## config.mk

```make
export PLATFORM = sky130hd
export DESIGN_NAME = hazard_ctrl
export DESIGN_NICKNAME = d
export VERILOG_FILES = /design/src/rtl/cpu_pkg.sv /design/src/rtl/fwd_sel.sv /design/src/rtl/hazard_ctrl.sv
export SDC_FILE = /design/constraint.sdc
export NUM_CORES = 1
export LEC_CHECK = 0
export BUFFER_PORTS_ARGS = -buffer_cell sky130_fd_sc_hd__buf_2
export CELL_PAD_IN_SITES_DETAIL_PLACEMENT = 1
export CELL_PAD_IN_SITES_GLOBAL_PLACEMENT = 1
export CORE_ASPECT_RATIO = 0.5
export CORE_UTILIZATION = 36
export CTS_CLUSTER_SIZE = 20
export DETAILED_ROUTE_END_ITERATION = 16
export PLACE_DENSITY_LB_ADDON = 0.1
export SETUP_SLACK_MARGIN = 0.2
export SLEW_MARGIN = 15
export SYNTH_ARGS = -nofsm -noshare
export SYNTH_HDL_FRONTEND = slang
export SYNTH_SLANG_ARGS = --single-unit
export TNS_END_PERCENT = 50
```

## constraint.sdc

```tcl
create_clock -name clk -period 4.3 [get_ports clk]
set_input_delay 0.215 -clock clk [delete_from_list [all_inputs] [get_ports clk]]
set_output_delay 0.215 -clock clk [all_outputs]
set_load 0.1 [all_outputs]
```

## src/rtl/cpu_pkg.sv

```systemverilog
`default_nettype none
// ============================================================================
// Module   : cpu_pkg
// Brief    : Shared encodings and default latencies for the pipeline control.
// Revision : 1.0
// ============================================================================
package cpu_pkg;

    localparam logic [1:0] FWD_RF  = 2'd0;
    localparam logic [1:0] FWD_EXE = 2'd1;
    localparam logic [1:0] FWD_MEM = 2'd2;
    localparam logic [1:0] FWD_WB  = 2'd3;

    typedef enum logic [0:0] {
        RUN     = 1'b0,
        MD_WAIT = 1'b1
    } hz_state_t;

    localparam int DEF_MULT_LAT    = 4;
    localparam int DEF_DIV_LAT     = 32;
    localparam int DEF_MEM_TIMEOUT = 255;

endpackage
`default_nettype wire

```

## src/rtl/fwd_sel.sv

```systemverilog
`default_nettype none
// ============================================================================
// Module   : fwd_sel
// Brief    : Forwarding source select for one DEC read port (EXE > MEM > WB).
// Revision : 1.0
// ============================================================================
module fwd_sel
    import cpu_pkg::*;
(
    input  logic [4:0] i_ra,
    input  logic [4:0] i_wra_e,
    input  logic       i_reg_we_e,
    input  logic       i_is_load_e,
    input  logic [4:0] i_wra_m,
    input  logic       i_reg_we_m,
    input  logic [4:0] i_wra_w,
    input  logic       i_reg_we_w,
    output logic [1:0] o_fwd
);

    // A load in EXE has no data yet, so it falls through to older stages.
    always_comb begin
        o_fwd = FWD_RF;
        if (i_ra != 5'd0) begin
            if (i_reg_we_e && !i_is_load_e && (i_wra_e == i_ra)) begin
                o_fwd = FWD_EXE;
            end else if (i_reg_we_m && (i_wra_m == i_ra)) begin
                o_fwd = FWD_MEM;
            end else if (i_reg_we_w && (i_wra_w == i_ra)) begin
                o_fwd = FWD_WB;
            end
        end
    end

endmodule
`default_nettype wire

```

## src/rtl/hazard_ctrl.sv

```systemverilog
`default_nettype none
// ============================================================================
// Module   : hazard_ctrl
// Brief    : Forwarding, load-use, branch squash, mult/div and dMem freeze control.
// Revision : 1.0
// ============================================================================
module hazard_ctrl
    import cpu_pkg::*;
#(
    parameter int MULT_LAT    = DEF_MULT_LAT,
    parameter int DIV_LAT     = DEF_DIV_LAT,
    parameter int MEM_TIMEOUT = DEF_MEM_TIMEOUT
)(
    input  logic       clk,
    input  logic       rst,
    input  logic [4:0] i_ra1,
    input  logic [4:0] i_ra2,
    input  logic       i_use1,
    input  logic       i_use2,
    input  logic [4:0] i_WRAE,
    input  logic       i_regWeE,
    input  logic       i_isLoadE,
    input  logic [4:0] i_WRAM,
    input  logic       i_regWeM,
    input  logic [4:0] i_WRAW,
    input  logic       i_regWeW,
    input  logic       i_brTakenE,
    input  logic       i_mdStartE,
    input  logic       i_mdDivE,
    input  logic       i_dMemReq,
    input  logic       i_dMemReady,
    output logic [1:0] o_fwdA,
    output logic [1:0] o_fwdB,
    output logic       o_stallIF,
    output logic       o_stallDEC,
    output logic       o_stallEXE,
    output logic       o_stallMEM,
    output logic       o_flushDEC,
    output logic       o_flushEXE,
    output logic       o_flushMEM,
    output logic       o_flushWB,
    output logic       o_mdBusy,
    output logic       o_mdDone,
    output logic       o_memErr
);

    localparam int MD_MAX = (DIV_LAT > MULT_LAT) ? DIV_LAT : MULT_LAT;
    localparam int MD_W   = $clog2(MD_MAX);
    localparam int WC_W   = $clog2(MEM_TIMEOUT + 1);

    localparam logic [MD_W-1:0] C_MUL_LOAD   = MD_W'(MULT_LAT - 2);
    localparam logic [MD_W-1:0] C_DIV_LOAD   = MD_W'(DIV_LAT - 2);
    localparam logic [WC_W-1:0] C_TIMEOUT    = WC_W'(MEM_TIMEOUT);
    localparam logic [WC_W-1:0] C_TIMEOUT_M1 = WC_W'(MEM_TIMEOUT - 1);

    hz_state_t       r_state;
    logic [MD_W-1:0] r_md_cnt;
    logic [WC_W-1:0] r_wait_cnt;
    logic            r_mem_err;

    logic       w_mem_stall;
    logic       w_run;
    logic       w_md_wait;
    logic       w_md_last;
    logic       w_md_go;
    logic       w_md_stall;
    logic       w_branch;
    logic       w_src_hit;
    logic       w_load_use;
    logic [1:0] w_fwd_a;
    logic [1:0] w_fwd_b;

    fwd_sel u_fwd_a (
        .i_ra        (i_ra1),
        .i_wra_e     (i_WRAE),
        .i_reg_we_e  (i_regWeE),
        .i_is_load_e (i_isLoadE),
        .i_wra_m     (i_WRAM),
        .i_reg_we_m  (i_regWeM),
        .i_wra_w     (i_WRAW),
        .i_reg_we_w  (i_regWeW),
        .o_fwd       (w_fwd_a)
    );

    fwd_sel u_fwd_b (
        .i_ra        (i_ra2),
        .i_wra_e     (i_WRAE),
        .i_reg_we_e  (i_regWeE),
        .i_is_load_e (i_isLoadE),
        .i_wra_m     (i_WRAM),
        .i_reg_we_m  (i_regWeM),
        .i_wra_w     (i_WRAW),
        .i_reg_we_w  (i_regWeW),
        .o_fwd       (w_fwd_b)
    );

    assign w_mem_stall = i_dMemReq & ~i_dMemReady;
    assign w_run       = (r_state == RUN);
    assign w_md_wait   = (r_state == MD_WAIT);
    assign w_md_last   = w_md_wait & (r_md_cnt == '0);
    assign w_md_go     = w_run & i_mdStartE & ~i_brTakenE & ~w_mem_stall;
    // The issue cycle already holds EXE, so occupancy = issue cycle + MD_WAIT cycles.
    assign w_md_stall  = w_md_go | (w_md_wait & ~w_md_last);
    assign w_branch    = w_run & i_brTakenE;
    assign w_src_hit   = (i_use1 & (i_ra1 == i_WRAE)) | (i_use2 & (i_ra2 == i_WRAE));
    assign w_load_use  = w_run & i_isLoadE & (i_WRAE != 5'd0) & w_src_hit
                       & ~i_brTakenE & ~w_md_go;

    always_comb begin
        o_fwdA     = 2'd0;
        o_fwdB     = 2'd0;
        o_stallIF  = 1'b0;
        o_stallDEC = 1'b0;
        o_stallEXE = 1'b0;
        o_stallMEM = 1'b0;
        o_flushDEC = 1'b0;
        o_flushEXE = 1'b0;
        o_flushMEM = 1'b0;
        o_flushWB  = 1'b0;
        o_mdBusy   = 1'b0;
        o_mdDone   = 1'b0;
        o_memErr   = 1'b0;
        if (!rst) begin
            o_fwdA     = w_fwd_a;
            o_fwdB     = w_fwd_b;
            o_stallIF  = w_mem_stall | w_md_stall | w_load_use;
            o_stallDEC = w_mem_stall | w_md_stall | w_load_use;
            o_stallEXE = w_mem_stall | w_md_stall;
            o_stallMEM = w_mem_stall;
            o_flushDEC = ~w_mem_stall & w_branch;
            o_flushEXE = ~w_mem_stall & (w_branch | w_load_use);
            o_flushMEM = ~w_mem_stall & w_md_stall;
            o_flushWB  = w_mem_stall;
            o_mdBusy   = w_md_wait;
            o_mdDone   = w_md_last;
            o_memErr   = r_mem_err;
        end
    end

    always_ff @(posedge clk) begin
        if (rst) begin
            r_state    <= RUN;
            r_md_cnt   <= '0;
            r_wait_cnt <= '0;
            r_mem_err  <= 1'b0;
        end else begin
            case (r_state)
                RUN: begin
                    if (w_md_go) begin
                        r_state  <= MD_WAIT;
                        r_md_cnt <= i_mdDivE ? C_DIV_LOAD : C_MUL_LOAD;
                    end
                end
                MD_WAIT: begin
                    if (w_md_last) begin
                        r_state <= RUN;
                    end else begin
                        r_md_cnt <= r_md_cnt - MD_W'(1);
                    end
                end
                default: r_state <= RUN;
            endcase

            if (w_mem_stall) begin
                if (r_wait_cnt != C_TIMEOUT) begin
                    r_wait_cnt <= r_wait_cnt + WC_W'(1);
                end
                if (r_wait_cnt == C_TIMEOUT_M1) begin
                    r_mem_err <= 1'b1;
                end
            end else begin
                r_wait_cnt <= '0;
            end
        end
    end

endmodule
`default_nettype wire

```

# Word-level counts from Yosys, hierarchy flattened
# Cells that the tools add are included.
[classes]
muxes = 26
add_sub_neg = 2
reduce_logical = 15
n_bitwise = 28
n_eq_ne = 12
[ops]
columns = ["op", "n"]
rows = [
  ["== test 5 bit", 8],
  ["2-to-1 mux 2 bit", 10],
  ["AND 1 bit", 17],
  ["2-to-1 mux 5 bit", 3],
  ["nonzero test 5 bit", 3],
  ["2-to-1 mux 1 bit", 11],
  ["case mux 5 bit (2 select lines)", 1],
  ["adder 8 x 1 -> 8 bit (second input constant)", 1],
  ["== test 8 bit (second input constant)", 1],
  ["inequality test 8 bit (second input constant)", 1],
  ["logical AND 1 bit", 7],
  ["NOT 1 bit", 6],
  ["logical NOT 5 bit", 1],
  ["bitwise OR 1 bit", 5],
  ["subtractor 5 x 1 -> 5 bit (second input constant)", 1],
  ["AND reduction 2 bit", 2],
  ["inequality test 2 x 1 -> 1 bit (second input constant)", 1],
  ["inequality test 2 bit (second input constant)", 1],
  ["case mux 1 bit (2 select lines)", 1],
  ["OR reduction 2 bit", 1],
  ["logical NOT 1 bit", 1],
]
[word_totals]
output_inout_bits = 15
in_bits = 38
ff_bits = 15
word_cells = 87

# Longest topological paths before layout
[depth]
depth_word = 9
depth_mapped = 7
mapped_depth_nobuf = 7

# Cells and area by module
# Synthesis repeated with hierarchy kept, for this count alone.
[unflattened]
cells_unflattened = 178
area_unflattened_um2 = 1450.1
[by_module_without_submodules]
columns = ["mod", "instances", "area_per_inst_um2", "seq_area_each_um2", "cells_per_inst"]
rows = [
  ["hazard_ctrl", 1, 1009.7, 300.3, 122],
  ["fwd_sel", 2, 220.2, 0.0, 28],
]

# Worst setup path after synthesis
# Ideal clock, no wire load.
[synth_timing]
kind = "register -> output"
startpoint = "register r_md_cnt[0]"
endpoint = "output port o_stallIF"
t_required_ns = 4.085
path_stages_with_launch = 8
arrival_ns = 4.065
n_path_buf = 1
path_slack_ns = 0.020
cell_sequence = "dfxtp_1 -> inv_1 -> ha_1 -> or4b_4 -> nand2_4 -> a31oi_1 -> o21bai_1 -> buf_4"
[synth_between]
elab_chain_len = 8
[synth_lines]
columns = ["element", "line_no", "source"]
rows = [
  ["start: declaration", "hazard_ctrl.sv:57", "logic [MD_W-1:0] r_md_cnt;"],
  ["start signal: assignment", "hazard_ctrl.sv:151", "r_md_cnt <= i_mdDivE ? C_DIV_LOAD : C_MUL_LOAD;"],
  ["start signal: assignment", "hazard_ctrl.sv:158", "r_md_cnt <= r_md_cnt - MD_W'(1);"],
  ["logical NOT 5 bit", "hazard_ctrl.sv:100", "assign w_md_last = w_md_wait & (r_md_cnt == '0);"],
  ["AND 1 bit", "hazard_ctrl.sv:100", ""],
  ["NOT 1 bit", "hazard_ctrl.sv:103", "assign w_md_stall = w_md_go | (w_md_wait & ~w_md_last);"],
  ["AND 1 bit", "hazard_ctrl.sv:103", ""],
  ["bitwise OR 1 bit", "hazard_ctrl.sv:103", ""],
  ["bitwise OR 1 bit (2 in a row)", "--", ""],
  ["2-to-1 mux 1 bit", "--", ""],
  ["end: declaration", "hazard_ctrl.sv:34", "output logic o_stallIF,"],
]
# Every way passes these cells.

# Worst setup path in the final report
[layout_timing]
startpoint = "register r_md_cnt[0]"
endpoint = "output port o_stallDEC"
[layout_between]
elab_chain_len = 8
[layout_lines]
columns = ["element", "line_no", "source"]
rows = [
  ["logical NOT 5 bit", "hazard_ctrl.sv:100", ""],
  ["AND 1 bit", "hazard_ctrl.sv:100", ""],
  ["NOT 1 bit", "hazard_ctrl.sv:103", ""],
  ["AND 1 bit", "hazard_ctrl.sv:103", ""],
  ["bitwise OR 1 bit", "hazard_ctrl.sv:103", ""],
  ["bitwise OR 1 bit (2 in a row)", "hazard_ctrl.sv:127", "o_stallDEC = w_mem_stall | w_md_stall | w_load_use;"],
  ["2-to-1 mux 1 bit", "hazard_ctrl.sv:123", "if (!rst) begin"],
  ["end: declaration", "hazard_ctrl.sv:35", "output logic o_stallDEC,"],
]
# Every way passes these cells.

==> flow_metrics.tcl <==
set metrics [dict create \
    gp_congestion 0.914 \
    critPathKind "register to output pin" \
    worstPathRequired_ns 4.09 \
    grtUsageMet2 0.398 \
    antenna_found_initial 0 \
    crit_chain "inv_1, ha_1, or4b_4, nand2_4, a31oi_2, o21bai_1, buf_2" \
    setup_viol 0 \
    synth-seq-area-share 0.238 \
    grt_pass1_vias 1347 \
    fillCellCount 431 \
    final_common_cell "buf_2" \
    clockBufferDepth 2 \
    yosysTopAreaCell "dfxtp_1" \
    cp_slowest_stage_delay_ns 0.48 \
    drc 0 \
    vias 1359 \
    cap_violations 0 \
    synth_top_area_frac 0.238 \
    worstSkewPairLatency_ns 0.26 \
    rsz0062_at_grt "no" \
    layout.nets 261 \
    yosysWarnings 0 \
    ys_ff_latch 15 \
    outcome "finished, final reports clean" \
    stdcell_area_sq_mm 0.00161 \
    r2r_start "r_md_cnt[0]$_SDFFE_PP0P_" \
    avgViaCountPerCell 5.11 \
    async_flop_share 0 \
    max_clock_freq_ghz 0.451 \
    synth.avg_cell_area_sq_um 7.59 \
    min_path_cells 3 \
    min_to "r_md_cnt[1]$_SDFFE_PP0P_" \
    hpwl_mm 3.07 \
    wl_per_cell_microns 14.2 \
    post_cts_buffers 0 \
    placed_area_sq_mm 0.00156 \
    peakVddDrop_v 0.000138 \
    top_usage_layer "met2" \
    fin_hold_ws_ns 0.305 \
    drtIter0Drc 22 \
    start_util 0.397 \
    hold_viol_final 0 \
    min_from "i_mdStartE" \
    crit_fanout 6 \
    syn_area_sq_mm 0.00126 \
    synth_ff_type "dfxtp_1" \
    yosysUniqueCellTypes 30 \
    end_kind "output pin" \
    fin_tns_setup_ns 0 \
    synth_edf_count 0 \
    arrival_ns 2.00 \
    antenna_cells 0 \
    syn_nets 208 \
    worstSetupStartpointType "register" \
    drv_slew 0 \
    cpMaxStageDelayCell "or4b_4" \
    finalCritPeriodShare 0.516 \
    grt_max_degree 16 \
    area_delta_synth_final_pct 27.8 \
    ctsHtreeMaxLevel 1 \
    die_h_microns 43.8 \
    clkTransAtPathRegs_ns 0.06 \
    worst_hold_path_type "input pin to register" \
    grt_pass1_wl_mm 6.33 \
    wl_mm 3.77 \
    r2r_slack_ns 2.67 \
    gr-usage-met3 0.0362 \
    worst_pin_slew_ns 0.491 \
    clock-sinks 15 \
    post_cts_resized 0 \
    p_leak_nw 0.726 \
    skew_ns 0.00527 \
    cts_buffers 3 \
    syn_inst 166 \
    rr_worst_depth 7 \
    cts.hold.buffers_added 0 \
    die_w_microns 85.7 \
    grt_use_total 0.218 \
    dieArea_sq_mm 0.00375 \
    p_per_area_mw_per_mm2 259 \
    drtPass1Iterations 4 \
    cts_root_buf "clkbuf_8" \
    r2r-end "r_md_cnt[2]$_SDFFE_PP0P_" \
    synth_area_leaders "dfxtp_1, xor2_1, xnor2_1" \
    cts_tree "done" \
    pin_count 53 \
    drive_above_1_share 0.280 \
    globalRouteOverflowTotal 0 \
    relSlewSlack 0.675 \
    fin_crit_ns 2.22 \
    port-buffer-count 52 \
    coreArea_sq_mm 0.00317 \
    ant_nets 0 \
    met1_usage 0.272 \
    rows 14 \
    layout_common_cells "buf_2, xor2_1, nor2_1, xnor2_1, dfxtp_1" \
]
state kept, by name, indices dropped and copies added (netlist names):
name	count
r_state	1
r_wait_cnt	8
r_md_cnt	5
r_mem_err	1
layer usage:
| metal | vias up | share of wire | routed length, microns |
|---|---|---|---|
| li1 | 681 | - | - |
| met5 | - | 0 | 0 |
| met3 | 4 | 0.045 | 171 |
| met4 | 0 | 0.010 | 38 |
| met1 | 634 | 0.49 | 1830 |
| met2 | 40 | 0.46 | 1730 |
through the flow:
stage | total power, mW | instances | util | worst slack [ns]
after floorplan | 0.255 | 166 | - | 0.340
after global placement | 0.299 | 262 | 0.493 | 2.39
after detailed placement | 0.302 | 262 | 0.493 | 2.35
after CTS | 0.420 | 266 | 0.508 | 2.07
after global routing | 0.439 | 266 | 0.508 | 1.97
final | 0.417 | 266 | 0.508 | 2.08
critical path: cells and delay by family (launching register included):
kind / cells / cell delay [ns]
DFF: 1 / 0.34
AOI/OAI and AO/OA: 2 / 0.28
buffers and inverters: 2 / 0.40
adders and majority gates: 1 / 0.14
and+or+nand+nor: 2 / 0.59
area by class of cell:
cell class,count,area (sq um),area share
Multi-Input combinational cell,141,921,0.572
Sequential cell,15,300,0.186
Timing Repair Buffer,52,260,0.162
Tap cell,48,60.1,0.0373
Clock buffer,3,41.3,0.0256
Inverter,6,22.5,0.0140
Clock inverter,1,5.00,0.00311
worst max-delay path by stage:
stage	end	from	cells past startpoint	slack [ns]
after floorplan	o_flushEXE	i_dMemReady	4	0.34
after global placement	o_stallDEC	r_md_cnt[0]$_SDFFE_PP0P_	7	2.39
after detailed placement	o_fwdB[1]	i_ra2[4]	7	2.35
after CTS	o_stallDEC	r_md_cnt[0]$_SDFFE_PP0P_	7	2.07
after global routing	o_stallDEC	r_md_cnt[0]$_SDFFE_PP0P_	7	1.97
final	o_stallDEC	r_md_cnt[0]$_SDFFE_PP0P_	7	2.08
cell families after synthesis:
family,share of synthesized area
AOI/OAI and AO/OA,0.140
xor gates and xnor gates,0.236
adders and majority gates,0.0397
buffers and inverters,0.0357
DFF,0.238
and+or+nand+nor,0.310
cell usage after synthesis, types with 2 or more instances:
master,number
nand3_1,12
and3_1,4
or4_1,3
inv_1,6
clkbuf_1,2
buf_4,2
nand2_1,8
o21ai_1,3
dfxtp_1,15
ha_1,4
xnor2_1,16
a21oi_1,11
o21ai_0,3
nor3_1,10
a31oi_1,2
o21bai_1,4
a211oi_1,3
nand2b_1,5
xor2_1,18
nor2_1,18
nor4_1,5
nor2b_1,4
power by group:
part	switching [mW]	internal (mW)	total (mW)
Sequential	0.00545	0.143	0.149
Combinational	0.100	0.0501	0.150
Clock	0.0540	0.0643	0.118
Total	0.160	0.258	0.417
Note: power is estimated with default switching activity, not from simulation.
